`src/rtl/fetch_seq_ctrl.sv`:
```
// LEGv8 fetch/decode/execute sequencer: owns the PC, fetches over req/ack, pulses execute.
// Optional performance counters are built when the PERF_CNT_EN macro is defined.
module fetch_seq_ctrl #(
    parameter logic [63:0] RESET_PC      = 64'h0,
    parameter int unsigned FETCH_TIMEOUT = 16
) (
    input  logic        clk,
    input  logic        rst_n,
    input  logic        start,
    output logic        imem_req,
    output logic [63:0] imem_addr,
    input  logic        imem_ack,
    input  logic [31:0] imem_rdata,
    output logic [31:0] instr,
    output logic        ex_start,
    input  logic        ex_done,
    input  logic        br_taken,
    input  logic [63:0] br_offset,
    output logic [63:0] pc,
    output logic        busy,
    output logic        halted,
    output logic        fetch_err,
    output logic [31:0] cyc_cnt,
    output logic [31:0] ret_cnt
);

    localparam int TW = $clog2(FETCH_TIMEOUT + 1);

    typedef enum logic [2:0] {
        S_IDLE,
        S_FETCH,
        S_DECODE,
        S_EXEC,
        S_HALT,
        S_ERROR
    } state_t;

    state_t        state;
    logic [TW-1:0] to_cnt;

    assign imem_addr = pc;

    // ex_start is decided on the ack edge so the pulse lines up with the DECODE cycle.
    always_ff @(posedge clk or negedge rst_n) begin
        if (!rst_n) begin
            state     <= S_IDLE;
            pc        <= RESET_PC;
            instr     <= '0;
            imem_req  <= 1'b0;
            ex_start  <= 1'b0;
            busy      <= 1'b0;
            halted    <= 1'b0;
            fetch_err <= 1'b0;
            to_cnt    <= '0;
        end else begin
            ex_start <= 1'b0;
            case (state)
                S_IDLE: begin
                    if (start) begin
                        state    <= S_FETCH;
                        imem_req <= 1'b1;
                        busy     <= 1'b1;
                        to_cnt   <= '0;
                    end
                end
                S_FETCH: begin
                    if (imem_ack) begin
                        instr    <= imem_rdata;
                        imem_req <= 1'b0;
                        ex_start <= (imem_rdata != 32'h0);
                        state    <= S_DECODE;
                    end else if (to_cnt == TW'(FETCH_TIMEOUT - 1)) begin
                        fetch_err <= 1'b1;
                        imem_req  <= 1'b0;
                        busy      <= 1'b0;
                        state     <= S_ERROR;
                    end else begin
                        to_cnt <= to_cnt + 1'b1;
                    end
                end
                S_DECODE: begin
                    if (instr == 32'h0) begin
                        halted <= 1'b1;
                        busy   <= 1'b0;
                        state  <= S_HALT;
                    end else begin
                        state <= S_EXEC;
                    end
                end
                S_EXEC: begin
                    if (ex_done) begin
                        pc       <= br_taken ? (pc + (br_offset << 2)) : (pc + 64'd4);
                        imem_req <= 1'b1;
                        to_cnt   <= '0;
                        state    <= S_FETCH;
                    end
                end
                S_HALT, S_ERROR: begin
                    if (start) begin
                        pc        <= RESET_PC;
                        halted    <= 1'b0;
                        fetch_err <= 1'b0;
                        imem_req  <= 1'b1;
                        busy      <= 1'b1;
                        to_cnt    <= '0;
                        state     <= S_FETCH;
                    end
                end
                default: begin
                    state    <= S_IDLE;
                    imem_req <= 1'b0;
                    busy     <= 1'b0;
                end
            endcase
        end
    end

`ifdef PERF_CNT_EN
    logic restart;
    logic retire;

    assign restart = start && (state == S_IDLE || state == S_HALT || state == S_ERROR);
    assign retire  = (state == S_EXEC) && ex_done;

    // Saturating counters; restart never coincides with a busy cycle.
    always_ff @(posedge clk or negedge rst_n) begin
        if (!rst_n) begin
            cyc_cnt <= '0;
            ret_cnt <= '0;
        end else if (restart) begin
            cyc_cnt <= '0;
            ret_cnt <= '0;
        end else begin
            if (busy && cyc_cnt != 32'hFFFF_FFFF) begin
                cyc_cnt <= cyc_cnt + 32'd1;
            end
            if (retire && ret_cnt != 32'hFFFF_FFFF) begin
                ret_cnt <= ret_cnt + 32'd1;
            end
        end
    end
`else
    assign cyc_cnt = 32'd0;
    assign ret_cnt = 32'd0;
`endif

endmodule

```
`config.mk`:
```
export PLATFORM = sky130hd
export DESIGN_NAME = fetch_seq_ctrl
export DESIGN_NICKNAME = d
export VERILOG_FILES = /design/src/rtl/fetch_seq_ctrl.sv
export SDC_FILE = /design/constraint.sdc
export NUM_CORES = 1
export LEC_CHECK = 0
export CAP_MARGIN = 10
export CORE_UTILIZATION = 50
export DETAILED_ROUTE_END_ITERATION = 8
export PLACE_DENSITY = 0.88
export SYNTH_ARGS = -nofsm -noshare
export SYNTH_HDL_FRONTEND = slang
export SYNTH_SLANG_ARGS = --single-unit
export TNS_END_PERCENT = 30
```
`constraint.sdc`:
```
create_clock -name clk -period 9.55 [get_ports clk]
set_clock_uncertainty 0.05 [all_clocks]
set_input_delay 1.4325 -clock clk [delete_from_list [all_inputs] [get_ports clk]]
set_output_delay 1.4325 -clock clk [all_outputs]
set_load 0.03 [all_outputs]
```
==> results by group, run 1 <==
Flow run
  – Max-capacitance violation count: 0

Setup path
  – R2r endpoint: imem_addr[46]
  – Critical path required time: 9.75 ns
  – Critical register-to-register path startpoint: imem_addr[2]
  – CP endpoint kind: register
  – Critical path class: in2reg
  – Critical path arrival: 5.66 ns
  – Slowest cell on the critical path: sky130_fd_sc_hd__fa_1
  – Slowest stage delay, CP: 0.48 ns
  – Crit path launch type: input pin
  – Crit-path max FO: 62
  – Register-to-register path setup slack: 5.64 ns
  – Ordered cell list for the critical path: clkdlybuf4s50_1 -> buf_4 -> nand2_1 -> fa_1 -> nor2b_1 -> o2111ai_1 -> a21oi_1 -> o21ai_1 -> o21ai_2 -> a41oi_1 -> o31a_1 -> nor3_1 -> nor2_1 -> xnor2_1 -> a22o_1
  – Worst Path Buf+Inv: 2
  – Path depth of the worst reg2reg path: 14
  – Largest delay contributor family on the critical path: compound AO/OA/AOI/OAI gates

Layout
  – Proportion of layout cells with a drive suffix above 1: 0.0544
  – Leading cell types in the layout, fill and taps excluded: sky130_fd_sc_hd__clkdlybuf4s50_1, sky130_fd_sc_hd__nand2_1, sky130_fd_sc_hd__dfrtp_1
  – Most common library cell in the layout ignoring fill and taps: sky130_fd_sc_hd__clkdlybuf4s50_1
  – Synth-to-Final Area Change: 25.6%
  – Diode count: 0
  – Total Nets Final: 1430

Clock network
  – Number of clock buffers inserted by TritonCTS: 9
  – Max Buffers Root-to-Sink: 2
  – CTS H-tree depth: 3
  – Post-CTS resize count: 0
  – Clock edge transition at the registers on the reported setup and hold paths: 0.08 ns
  – # clock sinks: 107
  – Root cell of the clock tree: sky130_fd_sc_hd__clkbuf_16
  – Count of hold buffers inserted by post-cts repair: 0
  – Insertion delay to the later sink of the worst-skew pair: 0.37 ns
  – TritonCTS clock tree: built
  – Setup Fix Bufs, Post-CTS: 0

Routing
  – Violation count after the first detailed-routing iteration: 563
  – Routed WL: 25300 um
  – Pre-antenna DRT Iters: 6
  – Detailed-route DRC error count: 0
  – Vias per inst: 5.60
  – Antenna violation net count after detailed routing: 0
  – Average detailed-routed wire length per instance: 16.9 um
  – Via count: 8392

Run status
  – Outcome: complete, no violations

Timing
  – Finish-stage setup viols: 0
  – Final count of pins violating max slew: 0
  – Maximum operating frequency: 183 MHz
  – Final min period: 5.46 ns
  – Final hold viol count: 0
  – RSZ-0062 raised after global routing: false
  – Slew Limit Headroom: 0.383
  – Sum of negative setup slack: 0 ns
  – Final period util: 0.572
  – Setup WS post-layout: 4.09 ns
  – Tightest Pin Transition: 0.926 ns

Synthesis
  – Fraction of registers with async set/reset: 1.00
  – Synth Cell Area: 9200 um^2
  – Fraction of the yosys area taken by sequential cells: 0.291
  – Warnings from Yosys: 0
  – Most used flip-flop cell after synthesis: sky130_fd_sc_hd__dfrtp_1
  – Synth unique cells: 62
  – Number of storage elements in the synthesis netlist: 107
  – Syn Area/Cell: 8.34 um^2
  – Number of standard cells after synthesis: 1102
  – Number of enable flip-flop cells after synthesis: 0

Global route
  – Met2 Usage GRT: 0.451
  – Wire length of the first global-routing pass: 39500 um
  – Total GRT Usage: 0.266
  – Initial antenna violation count: 0
  – Overflow left after global routing: 0
  – GRT met3 Usage: 0.0280
  – Met1 Track Usage GR: 0.346
  – Largest net degree at the start of global routing: 72
  – Vias in the first global route: 7836
  – Most congested layer reported by global routing: met2

Floorplanning
  – Num ports: 331
  – Core Box Area: 18000 um^2
  – Number of standard-cell rows in the floorplan: 49
  – Effective utilization at floorplan: 0.512
  – Chip Width: 138 um
  – DIE AREA: 18900 um^2
  – Die boundary height: 138 um

Power
  – Total leakage power: 5.07 nW
  – Power density normalized to cell area: 285 nW/um^2
  – Worst ir drop on vdd: 259 uV

Hold path
  – Tightest Hold Check Type: reg2reg
  – Instance count along the most critical hold path: 1
  – Hold Path Sink: halted
  – Worst Hold Launch: halted

Placement
  – Port Buf Inserts: 260
  – Post-DP HPWL: 19500 um
  – Placer's final routability congestion estimate: 0.951
  – Pre-CTS WS: 3.88 ns
## worst reg2reg max path, stage by stage (launching register included)
cell and delay [ns]:
sky130_fd_sc_hd__dfrtp_1 0.43, sky130_fd_sc_hd__ha_1 0.19, sky130_fd_sc_hd__inv_1 0.05, sky130_fd_sc_hd__fa_1 0.41
sky130_fd_sc_hd__nor2b_1 0.16, sky130_fd_sc_hd__o2111ai_1 0.17, sky130_fd_sc_hd__a21oi_1 0.30, sky130_fd_sc_hd__o21ai_1 0.25
sky130_fd_sc_hd__o21ai_2 0.31, sky130_fd_sc_hd__a41oi_1 0.31, sky130_fd_sc_hd__o31a_1 0.42, sky130_fd_sc_hd__nor3_1 0.27
sky130_fd_sc_hd__nor2_1 0.11, sky130_fd_sc_hd__xnor2_1 0.16, sky130_fd_sc_hd__a22o_1 0.20
## routing by layer
| metal | vias up | part of all wire |
|---|---|---|
| met5 | - | 0 |
| met4 | 0 | 0.026 |
| met3 | 50 | 0.058 |
| met2 | 322 | 0.49 |
| met1 | 3988 | 0.43 |
| li1 | 4032 | - |
## worst max path at each step
stage | from | end | slack (ns) | depth (start not counted)
CTS | br_taken | imem_addr[46] | 4.23 | 15
global placement | br_taken | imem_addr[46] | 4.02 | 15
global route | br_taken | imem_addr[46] | 3.85 | 15
detailed placement | br_taken | imem_addr[46] | 3.88 | 15
floorplan | br_taken | imem_addr[63] | 5.32 | 14
finish | br_taken | imem_addr[46] | 4.09 | 15
## stage by stage
step	cell area, um^2	hold WS (ns)	utilization	total power, mW	instances
after detailed placement	11200	0.441	0.625	2.88	1482
after global routing	11500	0.493	0.643	3.49	1498
after floorplan	9450	0.426	-	2.24	1169
after global placement	11200	0.435	0.625	2.82	1482
after CTS	11500	0.473	0.643	3.30	1498
final	11500	0.462	0.643	3.29	1498
## cells by family after synthesis
group	count (synthesis)	share of synthesized area
other cells	1	0.000408
fa+ha+maj	64	0.0879
compound gates	301	0.205
xor+xnor	60	0.0572
mux	36	0.0435
buf+inv	203	0.136
simple gates	330	0.178
flops	107	0.291
## sequential cells by signal (all words and copies together) (netlist names)
signal,count
busy,1
fetch_err,1
instr,32
to_cnt,5
imem_addr,62
halted,1
state,3
imem_req,1
ex_start,1
## cell type report
| cell class | instances | area (um^2) |
|---|---|---|
| clock buffer | 9 | 225 |
| inverter | 22 | 82.6 |
| clock inverter | 7 | 101 |
| fill | 1498 | 6420 |
| sequential | 107 | 2680 |
| multi-input combinational | 859 | 5540 |
| tap | 229 | 287 |
| timing repair buffer | 265 | 2640 |
## cells in the mapped netlist (32+ instances only)
| library cell | number | area share |
|---|---|---|
| sky130_fd_sc_hd__buf_4 | 130 | 0.11 |
| sky130_fd_sc_hd__nand2_1 | 114 | 0.047 |
| sky130_fd_sc_hd__dfrtp_1 | 107 | 0.29 |
| sky130_fd_sc_hd__o21ai_0 | 91 | 0.050 |
| sky130_fd_sc_hd__a21oi_1 | 84 | 0.046 |
| sky130_fd_sc_hd__ha_1 | 63 | 0.086 |
| sky130_fd_sc_hd__and2_1 | 62 | 0.042 |
| sky130_fd_sc_hd__clkbuf_1 | 47 | 0.019 |
| sky130_fd_sc_hd__nor2_1 | 47 | 0.019 |
| sky130_fd_sc_hd__a21o_1 | 36 | 0.029 |
| sky130_fd_sc_hd__xnor2_1 | 34 | 0.032 |
| sky130_fd_sc_hd__mux2_2 | 32 | 0.039 |
## where the power goes
group | total (mW) | internal [mW] | switching, mW
Combinational | 2.07 | 0.840 | 1.23
Clock | 0.404 | 0.193 | 0.211
Sequential | 0.823 | 0.629 | 0.193
Total | 3.29 | 1.66 | 1.63
Note: power is estimated with default switching activity, not from simulation.
==> inputs of run 2 (changes only) <==
- CORE_UTILIZATION: 50 -> 46
- PLACE_DENSITY: 0.88 -> 0.82
- clock period: 9.55 -> 5.5 ns (I/O delays scaled with it)
==> run 2 against run 1 <==
Compared with the run above:
- global-route usage is 2.5 points lower
- sequential cell count unchanged
- cell count grew 2.5%
- sequential share of layout area down 0.16 points
- first-iteration DRC count is 10% lower
- cell area rose by 0.68%
- clock power increased by 75%
==> results by group, run 2 (synthesis results as in run 1) <==
Hold path
  – Hold Path Sink: to_cnt[4]
  – Worst Hold Launch: to_cnt[4]
  – Tightest Hold Check Type: reg2reg
  – Instance count along the most critical hold path: 2

Timing
  – Final period util: 0.806
  – Final count of pins violating max slew: 0
  – Finish-stage setup viols: 0
  – RSZ-0062 raised after global routing: false
  – Final min period: 4.43 ns
  – Sum of negative setup slack: 0 ns
  – Tightest Pin Transition: 1.08 ns
  – Final hold viol count: 0
  – Worst hold slack: 0.470 ns
  – Maximum operating frequency: 226 MHz
  – Slew Limit Headroom: 0.278

Routing
  – Violation count after the first detailed-routing iteration: 505
  – Vias per inst: 5.39
  – Via count: 8285
  – Average detailed-routed wire length per instance: 16.3 um
  – Pre-antenna DRT Iters: 7
  – Routed WL: 25000 um
  – Detailed-route DRC error count: 0
  – Antenna violation net count after detailed routing: 0

Layout
  – Total Nets Final: 1432
  – Diode count: 0
  – Synth-to-Final Area Change: 26.4%
  – Number of flip-flops under the largest register name: 62
  – Most common library cell in the layout ignoring fill and taps: sky130_fd_sc_hd__clkdlybuf4s50_1
  – Proportion of layout cells with a drive suffix above 1: 0.0559
  – Leading cell types in the layout, fill and taps excluded: sky130_fd_sc_hd__clkdlybuf4s50_1, sky130_fd_sc_hd__nand2_1, sky130_fd_sc_hd__dfrtp_1
  – Filler Cell Count: 1758

Clock network
  – Setup Fix Bufs, Post-CTS: 0
  – Clock edge transition at the registers on the reported setup and hold paths: 0.09 ns
  – Post-CTS resize count: 0
  – Root cell of the clock tree: sky130_fd_sc_hd__clkbuf_16
  – TritonCTS clock tree: built
  – Insertion delay to the later sink of the worst-skew pair: 0.36 ns
  – Number of clock buffers inserted by TritonCTS: 9
  – CTS H-tree depth: 3
  – Count of hold buffers inserted by post-cts repair: 0
  – # clock sinks: 107
  – Max Buffers Root-to-Sink: 2

Setup path
  – Critical path class: in2reg
  – Critical path required time: 5.67 ns
  – Crit path launch type: input pin
  – Critical path arrival: 4.61 ns
  – Slowest stage delay, CP: 0.41 ns
  – Slowest cell on the critical path: sky130_fd_sc_hd__o31a_1
  – Ordered cell list for the critical path: clkdlybuf4s50_1 -> buf_4 -> nand2b_1 -> ha_1 -> inv_1 -> fa_1 -> nor2b_1 -> o2111ai_1 -> a21oi_1 -> o21ai_1 -> o21ai_2 -> a41oi_1 -> o31a_1 -> nor3_1 -> a21bo_2 -> xnor2_1 -> o21ai_0
  – Critical register-to-register path startpoint: imem_addr[2]
  – Crit-path max FO: 37
  – Worst Path Buf+Inv: 3
  – CP endpoint kind: register
  – Path depth of the worst reg2reg path: 14
  – Largest delay contributor family on the critical path: compound AO/OA/AOI/OAI gates
  – R2r endpoint: imem_addr[50]
  – Register-to-register path setup slack: 1.82 ns

Floorplanning
  – DIE AREA: 20600 um^2
  – Number of standard-cell rows in the floorplan: 51
  – Core Box Area: 19500 um^2
  – Chip Width: 143 um
  – Num ports: 331
  – Effective utilization at floorplan: 0.471
  – Die boundary height: 143 um

Global route
  – Overflow left after global routing: 0
  – Largest net degree at the start of global routing: 73
  – Vias in the first global route: 7866
  – Wire length of the first global-routing pass: 39500 um
  – Total GRT Usage: 0.241
  – Initial antenna violation count: 0

Flow run
  – Max-capacitance violation count: 0

Placement
  – Post-DP HPWL: 19100 um
  – Port Buf Inserts: 260
  – Placer's final routability congestion estimate: 0.903

Power
  – Total leakage power: 5.09 nW
  – Power density normalized to cell area: 492 nW/um^2
  – Worst ir drop on vdd: 253 uV
  – Overall power after layout: 5.72 mW

Run status
  – Outcome: complete, no violations
-- run 2: changes by cell type in the layout (fill, tap and decap cells not counted), sizes merged --
| cell | before | now |
|---|---|---|
| buf | 6 | 8 |
-- run 2: worst min-delay path, delay by kind of cell (launching register included) --
kind | cells | cell delay [ns]
flip-flops | 1 | 0.33
buffers and inverters | 1 | 0.05
AO/OA/AOI/OAI | 1 | 0.09
-- run 2: final cells by class --
cell class                      count  area, um^2  share of cell area
Sequential cell                   107        2680               0.230
Clock inverter                      7         104             0.00893
Timing Repair Buffer              267        2670               0.230
Multi-Input combinational cell    859        5540               0.476
Inverter                           22        82.6             0.00710
Tap cell                          265         332              0.0285
Clock buffer                        9         225              0.0194
-- run 2: how the worst max path moves through the flow --
stage	start	depth (start not counted)	to	slack [ns]
floorplan	br_taken	14	imem_addr[63]	1.88
global placement	br_taken	15	imem_addr[50]	0.74
detailed placement	br_taken	15	imem_addr[50]	0.70
CTS	br_taken	15	imem_addr[50]	1.07
global route	br_taken	17	imem_addr[50]	0.83
finish	br_taken	17	imem_addr[50]	1.07
-- run 2: layer usage --
| layer | track usage | part of all wire |
|---|---|---|
| met2 | 0.413 | 0.49 |
| met3 | 0.0250 | 0.053 |
| met1 | 0.317 | 0.44 |
| met4 | 0.0778 | 0.017 |
| met5 | 0 | 0 |
-- run 2: power breakdown --
group / total, mW / switching (mW) / internal [mW] / leakage [nW]
logic: 3.59 / 2.12 / 1.47 / 3.57
registers: 1.42 / 0.330 / 1.09 / 1.36
clock network: 0.707 / 0.370 / 0.337 / 0.158
-- run 2: through the flow --
| stage | utilization | instances | instance area (um^2) | setup WS, ns |
|---|---|---|---|---|
| 2_1_floorplan | - | 1169 | 9450 | 1.88 |
| 3_3_place_gp | 0.577 | 1518 | 11300 | 0.738 |
| 3_5_place_dp | 0.577 | 1518 | 11300 | 0.701 |
| 4_1_cts | 0.594 | 1534 | 11600 | 1.07 |
| 5_1_grt | 0.595 | 1536 | 11600 | 0.832 |
| 6_report | 0.595 | 1536 | 11600 | 1.07 |
==> inputs of run 3 (changes only) <==
- clock period: 5.5 -> 4.25 ns (I/O delays scaled with it)
==> run 3 against run 2 <==
Compared with the run above:
- wire length increased by 1.5%
- largest cell class unchanged
- sequential share of layout area down 0.80 points
- cell area rose by 3.6%
- global-route usage rose by 0.62 points
- register-to-register slack got worse by 1.0 ns
- cell count grew 3.7%
==> results by group, run 3 (synthesis results as in run 1) <==
Run status
  – Outcome: complete, no violations

Routing
  – Pre-antenna DRT Iters: 5
  – Detailed-route DRC error count: 0
  – Routed WL: 25400 um
  – Via count: 8561
  – Antenna violation net count after detailed routing: 0
  – Vias per inst: 5.37
  – Average detailed-routed wire length per instance: 15.9 um
  – Violation count after the first detailed-routing iteration: 528

Timing
  – Tightest Pin Transition: 0.919 ns
  – Finish-stage setup viols: 0
  – Sum of negative setup slack: 0 ns
  – Slew Limit Headroom: 0.386
  – Final min period: 4.02 ns
  – Final count of pins violating max slew: 0
  – Worst hold slack: 0.305 ns
  – RSZ-0062 raised after global routing: false
  – Final period util: 0.946
  – Maximum operating frequency: 249 MHz
  – Final hold viol count: 0

Global route
  – Wire length of the first global-routing pass: 40400 um
  – Total GRT Usage: 0.247
  – Overflow left after global routing: 0
  – Largest net degree at the start of global routing: 58
  – Initial antenna violation count: 0
  – Vias in the first global route: 8042

Floorplanning
  – Core Box Area: 19500 um^2
  – Chip Width: 143 um
  – Num ports: 331
  – Effective utilization at floorplan: 0.471
  – Die boundary height: 143 um
  – Number of standard-cell rows in the floorplan: 51
  – DIE AREA: 20600 um^2

Setup path
  – CP endpoint kind: register
  – Critical path required time: 4.42 ns
  – Worst Path Buf+Inv: 3
  – Critical path class: in2reg
  – Crit-path max FO: 37
  – Crit path launch type: input pin
  – Slowest cell on the critical path: sky130_fd_sc_hd__o311ai_1
  – Critical path arrival: 4.19 ns
  – Largest delay contributor family on the critical path: compound AO/OA/AOI/OAI gates
  – Slowest stage delay, CP: 0.49 ns
  – Ordered cell list for the critical path: clkdlybuf4s50_1 -> buf_12 -> and2_1 -> ha_1 -> a21oi_1 -> o21ai_0 -> a31oi_1 -> nor2_1 -> a211oi_1 -> a21oi_1 -> o311ai_1 -> buf_4 -> nand2_1 -> a41oi_1 -> xor2_1 -> o21ai_0

Clock network
  – Number of clock buffers inserted by TritonCTS: 9
  – Max Buffers Root-to-Sink: 2
  – CTS H-tree depth: 3
  – Post-CTS resize count: 0
  – Count of hold buffers inserted by post-cts repair: 0
  – # clock sinks: 107
  – Insertion delay to the later sink of the worst-skew pair: 0.37 ns
  – Root cell of the clock tree: sky130_fd_sc_hd__clkbuf_16
  – Clock edge transition at the registers on the reported setup and hold paths: 0.08 ns
  – Setup Fix Bufs, Post-CTS: 0
  – TritonCTS clock tree: built

Layout
  – Leading cell types in the layout, fill and taps excluded: sky130_fd_sc_hd__clkdlybuf4s50_1, sky130_fd_sc_hd__nand2_1, sky130_fd_sc_hd__dfrtp_1
  – Post-Layout Inst Area: 12000 um^2
  – Filler Cell Count: 1703
  – Non-filler cells, final: 1593
  – Proportion of layout cells with a drive suffix above 1: 0.0964
  – Diode count: 0
  – Synth-to-Final Area Change: 31.0%
  – Most common library cell in the layout ignoring fill and taps: sky130_fd_sc_hd__clkdlybuf4s50_1
  – Total Nets Final: 1489
  – Number of flip-flops under the largest register name: 62

Placement
  – Inst Count DP: 1577
  – Port Buf Inserts: 260
  – Post-DP HPWL: 19900 um
  – DP Area: 11700 um^2
  – Placer's final routability congestion estimate: 0.926

Power
  – Worst ir drop on vdd: 316 uV
  – Share of total power consumed by net switching: 0.488
  – Relative contribution of the clock network to total power: 0.120
  – Internal Dissipation: 3.86 mW
  – Power density normalized to cell area: 625 nW/um^2
  – Switching power: 3.67 mW
  – Total leakage power: 5.36 nW
  – Share of total power in combinational logic: 0.635
  – Register share of total power: 0.244

Hold path
  – Tightest Hold Check Type: in2async

Flow run
  – Max-capacitance violation count: 0
[run 3: cell count changes in the layout (fill, tap and decap cells not counted)]
cell and change:
sky130_fd_sc_hd__buf_6 -1, sky130_fd_sc_hd__buf_4 +58, sky130_fd_sc_hd__o311ai_1 +1, sky130_fd_sc_hd__inv_6 +2, sky130_fd_sc_hd__o311ai_0 -1, sky130_fd_sc_hd__inv_8 -2
[run 3: metal layers]
layer  global-route usage  vias up  share of wire
met1                0.322     4036           0.43
met3               0.0317       38          0.062
met4               0.0728        0          0.018
met5                    0        -              0
li1                     -     4123              -
met2                0.427      364           0.49
[run 3: per-stage QoR]
stage	worst slack (ns)	power, mW	util
floorplan	0.813	5.03	-
global placement	-0.175	6.53	0.600
detailed placement	-0.218	6.62	0.600
CTS	0.154	7.54	0.617
global route	0.0405	7.99	0.617
finish	0.228	7.53	0.617
[run 3: area by class of cell]
class / count / area (um^2) / area share
Sequential cell: 107 / 2680 / 0.222
Clock inverter: 7 / 98.8 / 0.00821
Clock buffer: 9 / 225 / 0.0187
Timing Repair Buffer: 324 / 3090 / 0.257
Inverter: 22 / 82.6 / 0.00686
Multi-Input combinational cell: 859 / 5540 / 0.460
Tap cell: 265 / 332 / 0.0275
[run 3: worst paths after layout]
check | start | end | slack, ns | depth (start not counted)
worst max-delay path | br_taken | imem_addr[61] | 0.23 | 16
worst min-delay path | rst_n | imem_addr[44] | 0.30 | 1
worst max register to register | imem_addr[16] | imem_addr[61] | 0.82 | 13
worst min register to register | halted | halted | 0.47 | 1
max in group asynchronous | rst_n | busy | 3.00 | 2
min in group clk | halted | halted | 0.47 | 1
[run 3: worst register-to-register path, delay by kind of cell (launching register included)]
| kind | cells | cell delay [ns] |
|---|---|---|
| AOI/OAI and AO/OA | 8 | 1.89 |
| DFF | 1 | 0.42 |
| adders and majority gates | 1 | 0.40 |
| buffers and inverters | 1 | 0.19 |
| and+or+nand+nor | 2 | 0.17 |
| xor gates and xnor gates | 1 | 0.17 |
[run 3: power groups by stage]
stage | Sequential (mW) | Combinational, mW | Clock (mW)
after floorplan | 2.46 | 2.57 | 0
after global placement | 1.84 | 4.69 | 0
after CTS | 1.84 | 4.78 | 0.921
final | 1.84 | 4.78 | 0.907
after global routing | 1.90 | 5.13 | 0.964
after detailed placement | 1.86 | 4.76 | 0
==> RTL edit (settings of run 2) <==
Change the parameter `FETCH_TIMEOUT` from 16 to 32.
--- a/src/rtl/fetch_seq_ctrl.sv
+++ b/src/rtl/fetch_seq_ctrl.sv
@@ -3,5 +3,5 @@
 module fetch_seq_ctrl #(
     parameter logic [63:0] RESET_PC      = 64'h0,
-    parameter int unsigned FETCH_TIMEOUT = 16
+    parameter int unsigned FETCH_TIMEOUT = 32
 ) (
     input  logic        clk,
Behaviour: same outputs for any inputs over 4 cycles, from zero or initial values and one cycle with rst_n low; that may be too few to reach the edited logic, so the function may still have changed.
==> RTL edit against run 2 <==
Sequential share of layout area up 0.30 points. Count of clock-buffer cells in the layout is 1 higher. Synthesized area rose by 0.24%. Wire length up 0.66%. Power is 12% higher. Worst setup slack better by 0.046 ns. Sequential cell count up 1. Synthesized cell count is essentially flat. Cell area down 0.36%. First-iteration DRC count shrank 25%.
==> RTL edit: results <==
{
  "critPathMaxStageDelay_ns": 0.75,
  "via_count": 8370,
  "gp_congestion": 0.8851,
  "layout-drive-gt1-share_pct": 5.989,
  "nets": 1429,
  "switchingPower_mw": 3.231,
  "numCtsBuffers": 9,
  "via_per_inst": 5.456,
  "synth_common_cells": "buf_4, dfrtp_1, o21ai_0",
  "grt_pass1_wl_um": 40190,
  "leakage_nw": 5.016,
  "tightest_slew_ns": 1.210,
  "synthMuxAreaShare_pct": 4.235,
  "cts.clk_slew.worst_paths_ns": 0.08,
  "largest_reg_flops": 62,
  "place_area_mm2": 0.01128,
  "synth_compound_area_share_pct": 19.06,
  "first_global_vias": 7953,
  "netlist_top_cells_area": "dfrtp_1, buf_4, ha_1",
  "p_seq_mw": 1.54,
  "dp_slack_ns": 0.7313,
  "hold_class": "reg2reg",
  "antenna_cells": 0,
  "routed_wl_um": 25170,
  "pg_comb_mw": 4.21,
  "ys_seq_area_share_pct": 29.32,
  "status": "completed",
  "synth_xor_area_share_pct": 5.511,
  "p_total_mw": 6.422,
  "yosysUniqueCellTypes": 69,
  "antenna_found_initial": 0,
  "grt_max_degree": 104,
  "synthAdderAreaFrac_pct": 8.633,
  "grt.total_usage_pct": 24.79,
  "dp_hpwl_um": 19600,
  "peakVddDrop_mv": 0.3668,
  "cp_slowest_cell": "clkdlybuf4s50_1",
  "netlist_instances": 1101,
  "first_pass_iters": 5,
  "cts-root-buf": "clkbuf_16",
  "crit_arrival_ns": 4.53,
  "critPathMaxFanout": 24,
  "drtIter0Drc": 381
}
[RTL edit: path summary, 6_finish.rpt]
kind	from	end	slack (ns)	cells after the start
setup / recovery	br_taken	imem_addr[47]	1.12	14
hold / removal	instr[5]	instr[5]	0.49	1
setup reg to reg	imem_addr[2]	imem_addr[54]	2.06	13
hold reg to reg	instr[5]	instr[5]	0.49	1
max in group asynchronous	rst_n	imem_addr[62]	3.79	2
min in group asynchronous	rst_n	to_cnt[4]	0.52	1
[RTL edit: kinds of logic after synthesis]
logic type / after synthesis
buffers and inverters: 202
AOI/OAI and AO/OA: 286
muxes: 35
adders and majority gates: 63
DFF: 108
and+or+nand+nor: 348
other: 1
xor gates and xnor gates: 58
[RTL edit: metal layers]
| layer | share of wire (%) | routed length [µm] | GRT usage (%) | vias up |
|---|---|---|---|---|
| li1 | - | - | - | 4043 |
| met1 | 41 | 10270 | 30.73 | 3940 |
| met2 | 50 | 12470 | 43.56 | 363 |
| met3 | 8.3 | 2080 | 4.965 | 24 |
| met4 | 1.4 | 358 | 6.663 | 0 |
| met5 | 0 | 0 | 0 | - |
[RTL edit: final cells by class]
class / count / area (µm²)
Inverter: 20 / 75.07
Clock inverter: 6 / 63.81
Sequential cell: 108 / 2703
Timing Repair Buffer: 267 / 2653
Multi-Input combinational cell: 858 / 5519
Tap cell: 265 / 331.6
Clock buffer: 10 / 239.0
Fill cell: 1767 / 7943
[RTL edit: worst register-to-register path, cell delays in order, from the launching register on]
cell      delay, ns
dfrtp_1        0.41
ha_1           0.18
inv_1          0.05
fa_1           0.39
nor2b_1        0.21
o31a_1         0.22
o211ai_1       0.18
o211ai_1       0.48
o21ai_1        0.18
nand2_1        0.16
a21oi_1        0.09
a31oi_1        0.42
xnor2_1        0.17
o21ai_0        0.09
